<file path="src/rtl/wishbone_bus_if_pkg.sv">
// rtl/wishbone_bus_if_pkg.sv - shared widths, constants and FSM encodings for the Wishbone bus interface
package wishbone_bus_if_pkg;

  localparam int   REG_BUS_W       = 32;
  localparam int   INST_ADDR_BUS_W = 32;

  localparam logic ENABLE  = 1'b1;
  localparam logic DISABLE = 1'b0;

  typedef enum logic [1:0] {
    WB_IDLE           = 2'b00,
    WB_BUSY           = 2'b01,
    WB_WAIT_FOR_STALL = 2'b11
  } wb_state_e;

endpackage

</file>
<file path="src/rtl/wishbone_bus_if.sv">
// rtl/wishbone_bus_if.sv - core-to-Wishbone B4 classic bus interface with stall, flush and timeout
module wishbone_bus_if
  import wishbone_bus_if_pkg::*;
#(
  parameter int ADDR_W  = INST_ADDR_BUS_W,
  parameter int DATA_W  = REG_BUS_W,
  parameter int TIMEOUT = 255
) (
  input  logic                clk,
  input  logic                rst,
  input  logic [5:0]          stall_i,
  input  logic                flush_i,
  input  logic                cpu_ce_i,
  input  logic [ADDR_W-1:0]   cpu_addr_i,
  input  logic [DATA_W-1:0]   cpu_data_i,
  input  logic                cpu_we_i,
  input  logic [DATA_W/8-1:0] cpu_sel_i,
  output logic [DATA_W-1:0]   cpu_data_o,
  output logic                stallreq_o,
  output logic                bus_err_o,
  input  logic [DATA_W-1:0]   wb_dat_i,
  input  logic                wb_ack_i,
  output logic [ADDR_W-1:0]   wb_adr_o,
  output logic [DATA_W-1:0]   wb_dat_o,
  output logic                wb_we_o,
  output logic [DATA_W/8-1:0] wb_sel_o,
  output logic                wb_stb_o,
  output logic                wb_cyc_o
);

  localparam int SEL_W = DATA_W / 8;
  // Wide enough to hold TIMEOUT itself; at least one bit when the timeout is disabled.
  localparam int CNT_W = $clog2(TIMEOUT + 2);
  localparam logic TO_EN = (TIMEOUT > 0);
  localparam logic [CNT_W-1:0] TO_LAST = TO_EN ? CNT_W'(TIMEOUT - 1) : '0;
  localparam logic [CNT_W-1:0] CNT_MAX = '1;

  wb_state_e          state_q;
  logic [ADDR_W-1:0]  adr_q;
  logic [DATA_W-1:0]  dat_q;
  logic               we_q;
  logic [SEL_W-1:0]   sel_q;
  logic               stb_q;
  logic               cyc_q;
  logic [DATA_W-1:0]  rd_buf_q;
  logic [CNT_W-1:0]   cnt_q;
  logic               bus_err_q;
  logic               timeout_hit;

  // The last permitted BUSY cycle without ack ends the cycle by force.
  assign timeout_hit = TO_EN && (cnt_q == TO_LAST);

  // Bus cycle sequencer: state, registered Wishbone outputs, read buffer and wait counter.
  always_ff @(posedge clk or negedge rst) begin
    if (!rst) begin
      state_q   <= WB_IDLE;
      adr_q     <= '0;
      dat_q     <= '0;
      we_q      <= DISABLE;
      sel_q     <= '0;
      stb_q     <= DISABLE;
      cyc_q     <= DISABLE;
      rd_buf_q  <= '0;
      cnt_q     <= '0;
      bus_err_q <= DISABLE;
    end else begin
      bus_err_q <= DISABLE;
      case (state_q)
        WB_IDLE: begin
          if (cpu_ce_i && !flush_i) begin
            adr_q   <= cpu_addr_i;
            dat_q   <= cpu_data_i;
            we_q    <= cpu_we_i;
            sel_q   <= cpu_sel_i;
            stb_q   <= ENABLE;
            cyc_q   <= ENABLE;
            cnt_q   <= '0;
            state_q <= WB_BUSY;
          end
        end
        WB_BUSY: begin
          if (cnt_q != CNT_MAX) begin
            cnt_q <= cnt_q + CNT_W'(1);
          end
          if (flush_i) begin
            // Flush wins over a coincident ack; the returned data is dropped.
            stb_q   <= DISABLE;
            cyc_q   <= DISABLE;
            we_q    <= DISABLE;
            sel_q   <= '0;
            state_q <= WB_IDLE;
          end else if (wb_ack_i) begin
            stb_q    <= DISABLE;
            cyc_q    <= DISABLE;
            we_q     <= DISABLE;
            sel_q    <= '0;
            rd_buf_q <= wb_dat_i;
            state_q  <= (stall_i != '0) ? WB_WAIT_FOR_STALL : WB_IDLE;
          end else if (timeout_hit) begin
            stb_q     <= DISABLE;
            cyc_q     <= DISABLE;
            we_q      <= DISABLE;
            sel_q     <= '0;
            rd_buf_q  <= '0;
            bus_err_q <= ENABLE;
            state_q   <= (stall_i != '0) ? WB_WAIT_FOR_STALL : WB_IDLE;
          end
        end
        WB_WAIT_FOR_STALL: begin
          if (flush_i || (stall_i == '0)) begin
            state_q <= WB_IDLE;
          end
        end
        default: state_q <= WB_IDLE;
      endcase
    end
  end

  // Stall request and read-data return toward the core.
  always_comb begin
    stallreq_o = DISABLE;
    cpu_data_o = '0;
    case (state_q)
      WB_IDLE: begin
        stallreq_o = cpu_ce_i & ~flush_i;
      end
      WB_BUSY: begin
        if (!flush_i && wb_ack_i) begin
          cpu_data_o = wb_dat_i;
        end else if (!flush_i && !timeout_hit) begin
          stallreq_o = ENABLE;
        end
      end
      WB_WAIT_FOR_STALL: begin
        cpu_data_o = rd_buf_q;
      end
      default: begin
        stallreq_o = DISABLE;
      end
    endcase
  end

  assign wb_adr_o  = adr_q;
  assign wb_dat_o  = dat_q;
  assign wb_we_o   = we_q;
  assign wb_sel_o  = sel_q;
  assign wb_stb_o  = stb_q;
  assign wb_cyc_o  = cyc_q;
  assign bus_err_o = bus_err_q;

endmodule

</file>
<file path="config.mk">
export PLATFORM = sky130hd
export DESIGN_NAME = wishbone_bus_if
export DESIGN_NICKNAME = d
export VERILOG_FILES = /design/src/rtl/wishbone_bus_if_pkg.sv /design/src/rtl/wishbone_bus_if.sv
export SDC_FILE = /design/constraint.sdc
export NUM_CORES = 1
export LEC_CHECK = 0
export CORE_MARGIN = 2
export CORE_UTILIZATION = 42
export CTS_CLUSTER_SIZE = 40
export DETAILED_ROUTE_END_ITERATION = 8
export PLACE_DENSITY = 0.84
export SYNTH_ARGS = -nofsm -noshare
export SYNTH_HDL_FRONTEND = slang
export SYNTH_SLANG_ARGS = --single-unit
</file>
<file path="constraint.sdc">
create_clock -name clk -period 6 [get_ports clk]
set_clock_uncertainty 0.1 [all_clocks]
set_input_delay 0.6 -clock clk [delete_from_list [all_inputs] [get_ports clk]]
set_output_delay 0.6 -clock clk [all_outputs]
set_load 0.02 [all_outputs]
</file>
==> results.md <==
* Status: completed
* RSZ-0062 raised after global routing: no
* Post-Syn Area at ~5200 µm²
* Synth unique cells at 37
* Commonest non-fill, non-tap cell in the layout: clkdlybuf4s50_1
* Seq/Total Area, Yosys at 54.4%
* Prevailing post-synth register cell: dfrtp_1
* Clock root buffer master: clkbuf_16
* FILL cells at around 930
* Final Critical Period at roughly 3.6 ns
* Port Buffer Count at approximately 220
* Num CTS Buffers at 17
* Worst Setup End Kind: output port
* Vias in the first global route at 4207
* Resize count post-CTS at 0
* Count of final hold-check violations at 0
* Setup CP Type: in -> out
* Synth Area per Inst at roughly 13 µm²
* Io pins at roughly 220
* Clk pwr share at about 30%
* Nets at 740
* Clk sinks at 114
* First-pass GRT wire length at 21400 µm
* Comb pwr share at 36.7%
* Commonest non-fill, non-tap cells in the layout: clkdlybuf4s50_1, dfrtp_1, mux2_4, inv_1
* Die X at 116 µm
* Most used cell, CP: clkdlybuf4s50_1
* Antenna Nets Post-Route at 0
* Power per cell area at around 440 nW/µm²
* Syn_nets at approximately 530
* Initial antenna violation count at 0
* DP HPWL at about 9800 µm
* Peak supply drop at ~0.24 mV
* Reg power frac at 33.3%
* Post-synth ARST share at 100%
* Hold crit path type: in -> async
* Net Sw Frac at 30.7%
* Slew headroom at approximately 26%
* Std cell rows at 40
* Synth top area cells: dfrtp_1, mux2_4, a22o_1
* Leakage at 0.00369 µW
* Wire per inst at around 17 µm
* Vias per cell at approximately 5.2
* Maximum buffer depth of the clock tree at 2
* Endpoints failing setup at 0
* Maximum fanout along the worst path at 64
* WP data required at roughly 5.3 ns
* Largest net degree at the start of global routing at 65
* DRC viols at 0
* Post-Layout Cell Count at roughly 800
* Initial core utilization at 43.3%
* Synthesis-stage register bit count at approximately 110
* Final setup margin at approximately 2.4 ns
* Final Total Pwr at between 3000 and 4000 µW
* Int Power at 2480 µW
* Slowest Stage Delay on Critical Path at between 0.6 and 0.7 ns
* Tightest Pin Transition at between 1 and 1.5 ns
* Final Max Tran Viols at 0
* GRT Total Usage at a little over a fifth
* Final period utilization at 60.2%
* Startpoint types: primary input
* EDFF count, synth at 0
* Core ar. at about 12000 µm²
* Share of cells above drive strength 1 at a little over an eighth
* Sw power at between 1000 and 1500 µW
* Setup Buffers After CTS at 0
* Multi-input logic area at roughly 2100 µm²
* Max frequency at 277 MHz
* Synth warnings at 0
* Die area at about 13000 µm²
* GPL Wtd Cong at about 0.80
* H-tree Lvls at 4
* Yosys top cell by area: dfrtp_1
* Max cap viols at 0
* Post-place setup slack at 2.42 ns
* CTS tree: built
* Ant diodes at 0
* Post-synth top area share at 54.4%
* Cell Chain, Critical Path: clkdlybuf4s50_1 -> nor4bb_4 -> buf_4 -> a22o_1 -> clkdlybuf4s50_1
* Critical-path top delay cell: clkdlybuf4s50_1
* Setup TNS at 0 ns
* Drt pass-1 iters at 5
* Seq. cell area at ~2900 µm²
* CTS hold repair buffers at 0
* CP arrival at between 2 and 3 ns
* Clock-pin slew on the worst setup and hold paths at 0.05 ns
* Inst Count DP at between 700 and 800
* Initial DRC count at roughly 260
* Gate Count Post-Synth at around 420
* Area added between synthesis and finish at 54.9%
* Clk_lat worst skew at between 0.4 and 0.5 ns
* Final WL at 13700 µm
* Die height at ~120 µm
* GRT overflow at 0
* DR vias at 4141
[worst max-delay path, delay by kind of cell]
kind	cells	cell delay [ns]
buffers and inverters	3	1.71
and+or+nand+nor	1	0.31
AOI/OAI and AO/OA	1	0.26
[final cells by class]
class | instances | share of cell area [%]
clock inverter | 11 | 2.29
inverter | 42 | 1.94
sequential | 114 | 35.1
timing repair buffer | 219 | 26.9
multi-input combinational | 231 | 25.8
tap | 168 | 2.59
clock buffer | 19 | 5.45
[final timing paths]
path | end | start | slack, ns | cells past startpoint
hold / removal | rd_buf_q[15] | rst | 0.12 | 1
setup reg to reg | wb_dat_o[5] | state_q[1] | 3.48 | 3
hold reg to reg | wb_dat_o[13] | wb_dat_o[13] | 0.39 | 1
setup / recovery | cpu_data_o[28] | flush_i | 2.39 | 5
min in group clk | wb_dat_o[13] | wb_dat_o[13] | 0.39 | 1
max in group asynchronous | wb_adr_o[8] | rst | 4.42 | 2
[kinds of logic (layout without fill, tap and decap cells)]
kind of cell / count (synthesis) / after routing / synth area share, %
compound gates: 116 / 116 / 15.7
flops: 114 / 114 / 54.4
buf+inv: 72 / 291 / 6.27
mux: 68 / 68 / 18.1
simple gates: 43 / 43 / 4.70
fa+ha+maj: 3 / 3 / 0.716
xor+xnor: 1 / 1 / 0.167
[cell usage after synthesis, types with 3 or more instances]
| cell type | count |
|---|---|
| dfrtp_1 | 114 |
| nor3_1 | 3 |
| nand3_1 | 5 |
| mux2_1 | 14 |
| mux2i_1 | 4 |
| mux2_4 | 50 |
| buf_2 | 5 |
| buf_6 | 6 |
| inv_1 | 42 |
| a22o_1 | 32 |
| a22oi_1 | 37 |
| nand2_1 | 15 |
| o221ai_1 | 5 |
| o21ai_1 | 37 |
| ha_1 | 3 |
| clkbuf_1 | 17 |
[layer usage]
| layer | GRT usage (%) | part of all wire (%) | wire, µm |
|---|---|---|---|
| met5 | 0 | 0 | 0 |
| met2 | 35.5 | 52 | 7190 |
| met4 | 8.97 | 2.8 | 391 |
| met3 | 7.11 | 5.3 | 730 |
| met1 | 24.2 | 39 | 5410 |
[per-stage QoR]
stage | util (%) | area (µm²) | hold slack [ns]
after floorplan | - | 5250 | 0.204
after global placement | 61.8 | 7490 | 0.373
after detailed placement | 61.8 | 7490 | 0.381
after CTS | 67.0 | 8120 | 0.131
after global routing | 67.1 | 8130 | 0.155
final | 67.1 | 8130 | 0.118
[state kept, by name, indices dropped and copies added, names as in the netlist]
signal	flops
rd_buf_q	32
bus_err_o	1
state_q	2
wb_cyc_o	1
wb_sel_o	4
wb_dat_o	32
wb_we_o	1
wb_adr_o	32
cnt_q	9
[power groups by stage]
| stage | Sequential, µW | Combinational [µW] | Clock (µW) |
|---|---|---|---|
| 2_1_floorplan | 1390 | 495 | 0 |
| 3_3_place_gp | 1190 | 1290 | 0 |
| 3_5_place_dp | 1200 | 1310 | 0 |
| 4_1_cts | 1190 | 1320 | 1090 |
| 5_1_grt | 1220 | 1390 | 1140 |
| 6_report | 1190 | 1310 | 1080 |
(Power assumes the default switching activity.)
